[src/rtl/filter_pkg.sv]
// Shared definitions for the multichannel FIR filter: mode/state encodings,
// default parameters, accumulator sizing and the 31-tap coefficient tables.
package filter_pkg;

   localparam int DEF_DATA_W   = 16;
   localparam int DEF_COEF_W   = 10;
   localparam int DEF_TAPS     = 31;
   localparam int DEF_CHANNELS = 2;

   // Coefficient tables are scaled for unity gain = 512.
   localparam int TABLE_UNITY  = 512;
   localparam int TABLE_LEN    = 31;
   localparam int TABLE_CENTER = 15;

   typedef enum logic [1:0] {
      MODE_BYPASS   = 2'b00,
      MODE_LOWPASS  = 2'b01,
      MODE_HIGHPASS = 2'b10,
      MODE_BYPASS_B = 2'b11
   } mode_e;

   typedef enum logic [1:0] {
      ST_IDLE = 2'b00,
      ST_MAC  = 2'b01,
      ST_OUT  = 2'b10
   } state_e;

   function automatic int acc_width(input int data_w, input int coef_w, input int taps);
      return data_w + coef_w + $clog2(taps);
   endfunction

   // Symmetric lowpass, sum = 512; only the first half plus center is stored.
   function automatic int lp_coef(input int i);
      int j;
      if (i < 0 || i >= TABLE_LEN) return 0;
      j = (i > TABLE_CENTER) ? (TABLE_LEN - 1 - i) : i;
      case (j)
         0:  return -1;
         1:  return -2;
         2:  return -2;
         3:  return 0;
         4:  return 3;
         5:  return 5;
         6:  return 3;
         7:  return -3;
         8:  return -9;
         9:  return -10;
         10: return 0;
         11: return 20;
         12: return 44;
         13: return 66;
         14: return 80;
         15: return 124;
         default: return 0;
      endcase
   endfunction

   // Spectral inversion of the lowpass: delta minus lowpass, so the sum is 0.
   function automatic int hp_coef(input int i);
      if (i < 0 || i >= TABLE_LEN) return 0;
      return ((i == TABLE_CENTER) ? TABLE_UNITY : 0) - lp_coef(i);
   endfunction

endpackage

[src/rtl/fir_coef_rom.sv]
// Combinational coefficient lookup by latched mode and tap index.
module fir_coef_rom
   import filter_pkg::*;
#(
   parameter int COEF_W = DEF_COEF_W,
   parameter int TAP_W  = 5
)(
   input  logic [1:0]        mode,
   input  logic [TAP_W-1:0]  tap,
   output logic signed [COEF_W:0] coef
);

   // One extra bit so the bypass unity coefficient (2^(COEF_W-1)) is representable.
   localparam logic signed [COEF_W:0] UNITY = (COEF_W+1)'(2 ** (COEF_W - 1));

   always_comb begin
      coef = '0;
      case (mode)
         MODE_LOWPASS:  coef = (COEF_W+1)'(lp_coef(int'(tap)));
         MODE_HIGHPASS: coef = (COEF_W+1)'(hp_coef(int'(tap)));
         default:       coef = (tap == '0) ? UNITY : '0;
      endcase
   end

endmodule

[src/rtl/fir_filter_control.sv]
// Time-multiplexed FIR: one tap per cycle, all channels in parallel, with a
// shared IDLE/MAC/OUT sequencer and per-channel delay lines.
module fir_filter_control
   import filter_pkg::*;
#(
   parameter int DATA_W   = DEF_DATA_W,
   parameter int COEF_W   = DEF_COEF_W,
   parameter int TAPS     = DEF_TAPS,
   parameter int CHANNELS = DEF_CHANNELS
)(
   input  logic                         clock,
   input  logic                         reset,
   input  logic [1:0]                   mode,
   input  logic                         sample_valid,
   input  logic [CHANNELS*DATA_W-1:0]   sample_in,
   output logic                         ready,
   output logic [CHANNELS*DATA_W-1:0]   audio_out,
   output logic                         done
);

   localparam int TAP_W = $clog2(TAPS);
   localparam int ACC_W = acc_width(DATA_W, COEF_W, TAPS);
   localparam logic [TAP_W-1:0]        LAST_TAP = TAP_W'(TAPS - 1);
   localparam logic signed [ACC_W-1:0] RND      = ACC_W'(2 ** (COEF_W - 2));
   localparam logic signed [DATA_W-1:0] OUT_MAX = {1'b0, {(DATA_W-1){1'b1}}};
   localparam logic signed [DATA_W-1:0] OUT_MIN = {1'b1, {(DATA_W-1){1'b0}}};
   localparam logic signed [ACC_W-1:0] ACC_MAX  = ACC_W'(OUT_MAX);
   localparam logic signed [ACC_W-1:0] ACC_MIN  = ACC_W'(OUT_MIN);

   state_e                  state, state_nxt;
   logic [TAP_W-1:0]        tap, wptr, rd_ptr;
   logic [1:0]              mode_q;
   logic signed [COEF_W:0]  coef;
   logic                    accept, mac_en, last_tap;

   always_ff @(posedge clock) begin
      if (reset) state <= ST_IDLE;
      else       state <= state_nxt;
   end

   always_comb begin
      state_nxt = state;
      case (state)
         ST_IDLE: if (sample_valid) state_nxt = ST_MAC;
         ST_MAC:  if (last_tap)     state_nxt = ST_OUT;
         ST_OUT:                    state_nxt = ST_IDLE;
         default:                   state_nxt = ST_IDLE;
      endcase
   end

   always_comb begin
      ready  = (state == ST_IDLE);
      done   = (state == ST_OUT);
      mac_en = (state == ST_MAC);
   end

   assign accept   = sample_valid && ready;
   assign last_tap = (tap == LAST_TAP);

   always_ff @(posedge clock) begin
      if (reset) begin
         tap    <= '0;
         wptr   <= '0;
         mode_q <= MODE_BYPASS;
      end else if (accept) begin
         tap    <= '0;
         mode_q <= mode;
      end else if (mac_en) begin
         if (last_tap) wptr <= (wptr == LAST_TAP) ? '0 : wptr + TAP_W'(1);
         else          tap  <= tap + TAP_W'(1);
      end
   end

   // (wptr - tap) mod TAPS; modular wrap of the pointer width keeps it exact.
   always_comb begin
      if (wptr >= tap) rd_ptr = wptr - tap;
      else             rd_ptr = wptr + TAP_W'(TAPS) - tap;
   end

   fir_coef_rom #(.COEF_W(COEF_W), .TAP_W(TAP_W)) u_rom (
      .mode (mode_q),
      .tap  (tap),
      .coef (coef)
   );

   for (genvar c = 0; c < CHANNELS; c++) begin : g_ch
      logic signed [DATA_W-1:0] dly [TAPS];
      logic signed [DATA_W-1:0] x_new, x_tap, aud, sat;
      logic signed [ACC_W-1:0]  acc, acc_nxt, scaled;

      assign x_new   = sample_in[c*DATA_W +: DATA_W];
      assign x_tap   = dly[rd_ptr];
      assign acc_nxt = acc + ACC_W'(x_tap) * ACC_W'(coef);
      assign scaled  = (acc_nxt + RND) >>> (COEF_W - 1);

      // Result is taken from the final-tap sum so audio_out is valid with done.
      always_comb begin
         if (scaled > ACC_MAX)      sat = OUT_MAX;
         else if (scaled < ACC_MIN) sat = OUT_MIN;
         else                       sat = scaled[DATA_W-1:0];
      end

      always_ff @(posedge clock) begin
         if (reset) begin
            for (int i = 0; i < TAPS; i++) dly[i] <= '0;
            acc <= '0;
            aud <= '0;
         end else if (accept) begin
            dly[wptr] <= x_new;
            acc       <= '0;
         end else if (mac_en) begin
            acc <= acc_nxt;
            if (last_tap) aud <= sat;
         end
      end

      assign audio_out[c*DATA_W +: DATA_W] = aud;
   end

endmodule

[config.mk]
export PLATFORM = sky130hd
export DESIGN_NAME = fir_filter_control
export DESIGN_NICKNAME = d
export VERILOG_FILES = /design/src/rtl/filter_pkg.sv /design/src/rtl/fir_coef_rom.sv /design/src/rtl/fir_filter_control.sv
export SDC_FILE = /design/constraint.sdc
export NUM_CORES = 2
export LEC_CHECK = 0
export CAP_MARGIN = 20
export CORE_MARGIN = 2
export CORE_UTILIZATION = 65
export DETAILED_ROUTE_END_ITERATION = 8
export PLACE_DENSITY = 0.86
export SYNTH_ARGS = -nofsm -noshare
export SYNTH_HDL_FRONTEND = slang
export SYNTH_HIERARCHICAL = 1
export SYNTH_SLANG_ARGS = --single-unit
[constraint.sdc]
create_clock -name clock -period 27 [get_ports clock]
set_input_delay 5.4 -clock clock [delete_from_list [all_inputs] [get_ports clock]]
set_output_delay 5.4 -clock clock [all_outputs]
set_load 0.01 [all_outputs]
* Word-level counts from Yosys, hierarchy flattened
Memories as Yosys holds them, arrays and structs flattened.
Cells that the tools add are included.
** Operators by class
- Eq/ne operators :: 9
- $mul :: 2
- $lt $le $gt $ge :: 7
- Reduce and logical (&&, ||, !) cells :: 10
- Bitwise operators :: 2
- Multiplexer cells :: 36
- Add/subtract/negate cells :: 11
** Operator list (count)
- 16-bit 2-to-1 mux :: 6
- 11-bit 2-to-1 mux :: 7
- 31-bit by 10-bit adder with 31-bit output, second input constant :: 2
- 31-bit by 27-bit adder with 31-bit output :: 2
- 16-bit by 11-bit multiplier with 27-bit output :: 2
- 22-bit by 16-bit greater-than comparator with 1-bit output, second input constant :: 2
- 22-bit by 16-bit < comparator with 1-bit output, second input constant :: 2
- 32-bit 2-to-1 mux :: 1
- 16-bit OR reduction :: 2
- 28-bit logical NOT :: 1
- 11-bit case mux with 2 select lines :: 1
- 10-bit 2-to-1 mux :: 2
- 5-bit 2-to-1 mux :: 4
- 5-bit == test, second input constant :: 3
- 1-bit 2-to-1 mux :: 12
- 11-bit subtractor :: 1
- 5-bit by 1-bit adder with 5-bit output, second input constant :: 2
- 5-bit subtractor :: 2
- 5-bit by 5-bit subtractor with 6-bit output, first input constant :: 1
- 5-bit adder, second input constant :: 1
- 5-bit >= comparator :: 1
- 5-bit >= comparator, second input constant :: 1
- 5-bit by 4-bit greater-than comparator with 1-bit output, second input constant :: 1
- 5-bit logical NOT :: 1
- other kinds (12) :: 17
** Storage, ports and cells
- Output and inout bits :: 34
- Bits in writable memories :: 992
- Memory bits (read-only) :: 1024
- Memories kept :: 4
- Bits in registers :: 108
- Bits of input ports :: 37
** Memories
- (no name shown) :: words 16, bits a word 32, read ports 1, clocked after Yosys merged registers in 0, write ports 0, line filter_pkg.sv:37 : case (j)
- (no name shown) :: words 16, bits a word 32, read ports 1, clocked after Yosys merged registers in 0, write ports 0, line filter_pkg.sv:37
- g_ch[0].dly :: words 31, bits a word 16, read ports 1, clocked after Yosys merged registers in 0, write ports 31, line fir_filter_control.sv:87 : logic signed [DATA_W-1:0] dly [TAPS];
- g_ch[1].dly :: words 31, bits a word 16, read ports 1, clocked after Yosys merged registers in 0, write ports 31, line fir_filter_control.sv:87

* Longest topological paths before layout
- Depth after elaboration :: 17
- Depth in mapped cells :: 45
- Gate-level depth less buffers :: 40

* Modules after synthesis
The synthesis kept the hierarchy.
** By module, submodules not included
- fir_filter_control :: area an instance 68605.8 um2, cells each 5659, times used 1
- fir_coef_rom :: area an instance 925.9 um2, cells each 126, times used 1

* Least setup slack after synthesis
No wires, ideal clock.
- Kind :: register -> register
- Start :: reg tap[0]
- End :: reg g_ch[0].aud[6]
- Path buffers :: 7
- Slack :: 16.383 ns
- Arrival :: 10.537 ns
- Setup time :: 0.080 ns
- Required time :: 26.920 ns
- Stages on the path, launching flop included :: 44
- Cells stage by stage :: dfxtp_1 -> inv_1 -> ha_1 -> buf_2 -> nand2b_1 -> a21o_1 -> a21oi_1 -> o21bai_1 -> a21o_1 -> buf_2 -> mux2i_1 -> mux2i_1 -> nand2_1 -> clkbuf_1 -> nor3_1 -> a21oi_1 -> mux4_2 -> clkbuf_1 -> (+8 left out) -> fa_1 -> inv_1 -> ha_1 -> buf_2 -> and3_1 -> clkbuf_1 -> and3_1 -> a32o_1 -> a21o_1 -> o31a_1 -> xor2_2 -> nand4_2 -> nor4_2 -> xnor2_1 -> o41ai_4 -> buf_6 -> nand2_1 -> a211oi_2
** Between the ends
- Word-level cells in the longest chain between the ends :: 16
- Elaborated cells between the ends (all ways) :: 39
** Ends and longest elaborated chain
- start, declared :: line fir_filter_control.sv:31 : logic [TAP_W-1:0] tap, wptr, rd_ptr;
- start signal, assigned :: line fir_filter_control.sv:70 : else tap <= tap + TAP_W'(1);
- 5-bit by 5-bit subtractor with 6-bit output (tied with other cells) :: line filter_pkg.sv:36 : j = (i > TABLE_CENTER) ? (TABLE_LEN - 1 - i) : i;
- 32-bit 2-to-1 mux or 1-bit 2-to-1 mux (tied branches) :: line filter_pkg.sv:36, filter_pkg.sv:35, filter_pkg.sv:60
- memory read 16 x 32 bit (tied with other cells)
- 11-bit 2-to-1 mux or 1-bit 2-to-1 mux (tied branches) :: line filter_pkg.sv:37, fir_coef_rom.sv:18
- 11-bit 2-to-1 mux :: line filter_pkg.sv:36
- 11-bit 2-to-1 mux :: line filter_pkg.sv:61 : return ((i == TABLE_CENTER) ? TABLE_UNITY : 0) - lp_coef(i);
- 11-bit 2-to-1 mux :: line fir_coef_rom.sv:18 : case (mode)
- 11-bit subtractor :: line filter_pkg.sv:61
- 11-bit 2-to-1 mux :: line filter_pkg.sv:61
- 11-bit case mux with 2 select lines :: line fir_coef_rom.sv:18
- 16-bit by 11-bit multiplier with 27-bit output :: line fir_filter_control.sv:93 : assign acc_nxt = acc + ACC_W'(x_tap) * ACC_W'(coef);
- 31-bit by 27-bit adder with 31-bit output :: line fir_filter_control.sv:93
- 31-bit by 10-bit adder with 31-bit output :: line fir_filter_control.sv:94 : assign scaled = (acc_nxt + RND) >>> (COEF_W - 1);
- 22-bit by 16-bit < comparator with 1-bit output :: line fir_filter_control.sv:99 : else if (scaled < ACC_MIN) sat = OUT_MIN;
- 16-bit 2-to-1 mux :: line fir_filter_control.sv:99
- 16-bit 2-to-1 mux :: line fir_filter_control.sv:98 : if (scaled > ACC_MAX) sat = OUT_MAX;
- end signal, assigned :: line fir_filter_control.sv:113 : if (last_tap) aud <= sat;
- end, declared :: line fir_filter_control.sv:88 : logic signed [DATA_W-1:0] x_new, x_tap, aud, sat;
Several ways; a longest one is shown, not always the timed one. The select of a mux whose other input is x is not followed.
A chain may end at the register's enable or synchronous reset.

* Worst setup path in the final report
- Start :: reg tap[0]
- End :: reg g_ch[0].aud[4]
Same word-level chain as after synthesis.

==> results_dict.tcl <==
set metrics [dict create \
    cts.sinks 1132 \
    totalNegativeSetupSlack_ns 0 \
    post_synth_instance_area_um2 69500 \
    io_buffer_count 70 \
    ctsHtreeMaxLevel 3 \
    cts_tree "done" \
    grt_antenna_before_repair 10 \
    timing.final.max_slew_violations 0 \
    critPathKind "reg2reg" \
    critical_path.slowest_cell "sky130_fd_sc_hd__buf_4" \
    crit_path_max_fanout 55 \
    finalWeightedCongestion 0.936 \
    dieWidth_um 331 \
    fillerInstances 6707 \
    global_route.overflow_total 0 \
    mappedNetlistNets 6416 \
    rsz_0062_raised_after_global_routing "false" \
    commonest_cells_after_routing_fill_and_taps_aside "sky130_fd_sc_hd__and2_1, sky130_fd_sc_hd__edfxtp_1, sky130_fd_sc_hd__inv_1" \
    gr-usage-all-layers_pct 35.1 \
    slew_at_the_pin_closest_to_its_max_slew_limit_ns 1.17 \
    final_layout_size_suffix_gt1_share_pct 11.9 \
    synth-seq-cells 1132 \
    cts_inserted_buffers 112 \
    layout_commonest_cell "sky130_fd_sc_hd__and2_1" \
    drt-pass1-iter-count 6 \
    worst_setup_path_end_kind "register" \
    wl_um 188000 \
    netlist_instances 5785 \
    initial_core_util_pct 65.8 \
    drt_iter0_drc 5589 \
    dp.final_hpwl_um 117000 \
    synth_seq_area_share_pct 47.3 \
    die_area_um2 110000 \
    first_global_vias 48353 \
    ys_types 105 \
    maxCapViolCount 0 \
    share_of_flip_flops_with_an_asynchronous_set_or_reset_pct 0 \
    final_count_of_negative_setup_slack_endpoints 0 \
    timing.max_slew.rel_slack_pct 22.1 \
    grt_max_degree 123 \
    core_area_um2 106000 \
    routed_wire_length_per_instance_um 26.3 \
    vias_per_cell 6.46 \
    timing.critical_path.arrival_ns 14.22 \
    synth_edf_count 1024 \
    finalHoldViolCount 0 \
    period_minus_slack_ns 13.69 \
    syn-mean-instance-area_um2 12.0 \
    max-clock-path-buffers 3 \
    synth_warnings 6 \
    count_of_pins_on_the_block_boundary 71 \
    powerDensity_nw_per_um2 72.6 \
    start_kind "register" \
    critical-path-max-stage-delay_ns 0.73 \
    worst_setup_hold_path_clk_slew_ns 0.06 \
    layout-area-overhead-vs-synth_pct 7.85 \
    drt_drc_violations_left 0 \
    run_status "completed" \
    die_height_um 331 \
    clock.fmax_ghz 0.0731 \
    pnr_worst_setup_slack_ns 13.31 \
    finalNetCount 6282 \
    holdBufCountCts 0 \
    detailedPlace.worstSlack_ns 13.61 \
    layout_worst_path_cycle_share_pct 50.7 \
    cts_setup_buffers 0 \
    worst_skew_pair.late_latency_ns 0.74 \
    fin_worst_skew_ns 0.0522 \
    via_count 46114 \
    leak_nw 29.0 \
    antenna_violating_nets_post_route 0 \
    synth-main-ff-cell "sky130_fd_sc_hd__edfxtp_1" \
    post_cts.resized_instances 0 \
    clock-root-buffer "sky130_fd_sc_hd__clkbuf_16" \
    vdd_drop_max_v 0.0000599 \
    core.rowCount 119 \
    holdCritPathClass "reg2reg" \
    worst-endpoint-required_ns 27.54 \
    critPathMostFrequentCell "sky130_fd_sc_hd__fa_1" \
    wire_length_of_the_first_global_routing_pass_um 286000 \
]
area by class of cell:
| cell class | count | area [um^2] | share of cell area (%) |
|---|---|---|---|
| Sequential cell | 1132 | 32900 | 43.9 |
| Clock inverter | 71 | 644 | 0.859 |
| Antenna cell | 4 | 10.0 | 0.0133 |
| Timing Repair Buffer | 176 | 1640 | 2.18 |
| Inverter | 574 | 2150 | 2.87 |
| Multi-Input combinational cell | 3655 | 33000 | 43.9 |
| Tap cell | 1391 | 1740 | 2.32 |
| Clock buffer | 138 | 2940 | 3.92 |
cells in the mapped netlist, types with 45 or more instances:
library cell	instances	share of area, %
sky130_fd_sc_hd__and2_1	1099	9.9
sky130_fd_sc_hd__edfxtp_1	1024	44
sky130_fd_sc_hd__inv_1	574	3.1
sky130_fd_sc_hd__nand2_1	560	3.0
sky130_fd_sc_hd__fa_1	416	12
sky130_fd_sc_hd__clkbuf_1	334	1.8
sky130_fd_sc_hd__mux4_2	242	7.8
sky130_fd_sc_hd__ha_1	178	3.2
sky130_fd_sc_hd__nor2_1	172	0.93
sky130_fd_sc_hd__a21oi_1	119	0.86
sky130_fd_sc_hd__dfxtp_1	108	3.1
sky130_fd_sc_hd__nand3_1	104	0.75
sky130_fd_sc_hd__xnor2_1	64	0.81
sky130_fd_sc_hd__buf_2	58	0.42
sky130_fd_sc_hd__and3_1	51	0.46
sky130_fd_sc_hd__nor3_1	45	0.32
sky130_fd_sc_hd__o22ai_1	45	0.40
worst max-delay path, delay by kind of cell (launching register included):
family | cells | cell delay (ns)
AOI/OAI and AO/OA | 11 | 3.78
xor gates and xnor gates | 1 | 0.56
adders and majority gates | 7 | 3.38
buffers and inverters | 6 | 1.73
DFF | 1 | 0.66
muxes | 2 | 0.47
and+or+nand+nor | 9 | 2.81
cells by family after synthesis:
group | after synthesis | share of synthesized area (%)
AO/OA/AOI/OAI | 435 | 4.57
buffers and inverters | 998 | 5.61
flip-flops | 1132 | 47.3
AND/OR/NAND/NOR | 2250 | 17.7
XOR/XNOR | 96 | 1.25
multiplexers | 280 | 8.39
adder cells (fa/ha/maj) | 594 | 15.2
flip-flops by register name, indices dropped and copies added, names as in the netlist:
| signal | cells |
|---|---|
| g_ch.acc | 62 |
| g_ch.aud | 32 |
| g_ch.dly | 1024 |
| mode_q | 2 |
| state | 2 |
| tap | 5 |
| wptr | 5 |
final timing paths:
kind | cells past startpoint | slack, ns | from | end
worst min register to register | 2 | 0.46 | g_ch[1].acc[1] | g_ch[1].acc[1]
worst max-delay path | 36 | 13.31 | tap[0] | g_ch[0].aud[4]
worst max register to register | 36 | 13.31 | tap[0] | g_ch[0].aud[4]
worst min-delay path | 2 | 0.46 | g_ch[1].acc[1] | g_ch[1].acc[1]
stage by stage:
| stage | hold WS, ns | total power, mW | std cells | cell area [um^2] | util [%] |
|---|---|---|---|---|---|
| floorplan | 0.432 | 3.39 | 5785 | 69500 | - |
| global placement | 0.443 | 3.83 | 6919 | 71200 | 67.4 |
| detailed placement | 0.446 | 3.88 | 6921 | 71300 | 67.4 |
| CTS | 0.455 | 5.41 | 7130 | 74900 | 70.8 |
| global route | 0.472 | 5.68 | 7138 | 75000 | 70.9 |
| finish | 0.459 | 5.44 | 7141 | 75000 | 70.9 |
layer usage:
layer  track usage, %  up-vias  routed length, um
met4             18.4       10              11600
met1             43.9    23029              65300
met2             57.2     3046              88800
li1                 -    19364                  -
met3             8.61      665              22000
met5                0        -                 62
report_power, final:
part,internal (mW),switching [mW]
registers,1.99,0.0322
clock network,0.844,0.699
logic,0.660,1.22
total,3.49,1.95
Power figures use the tool's default switching activity.
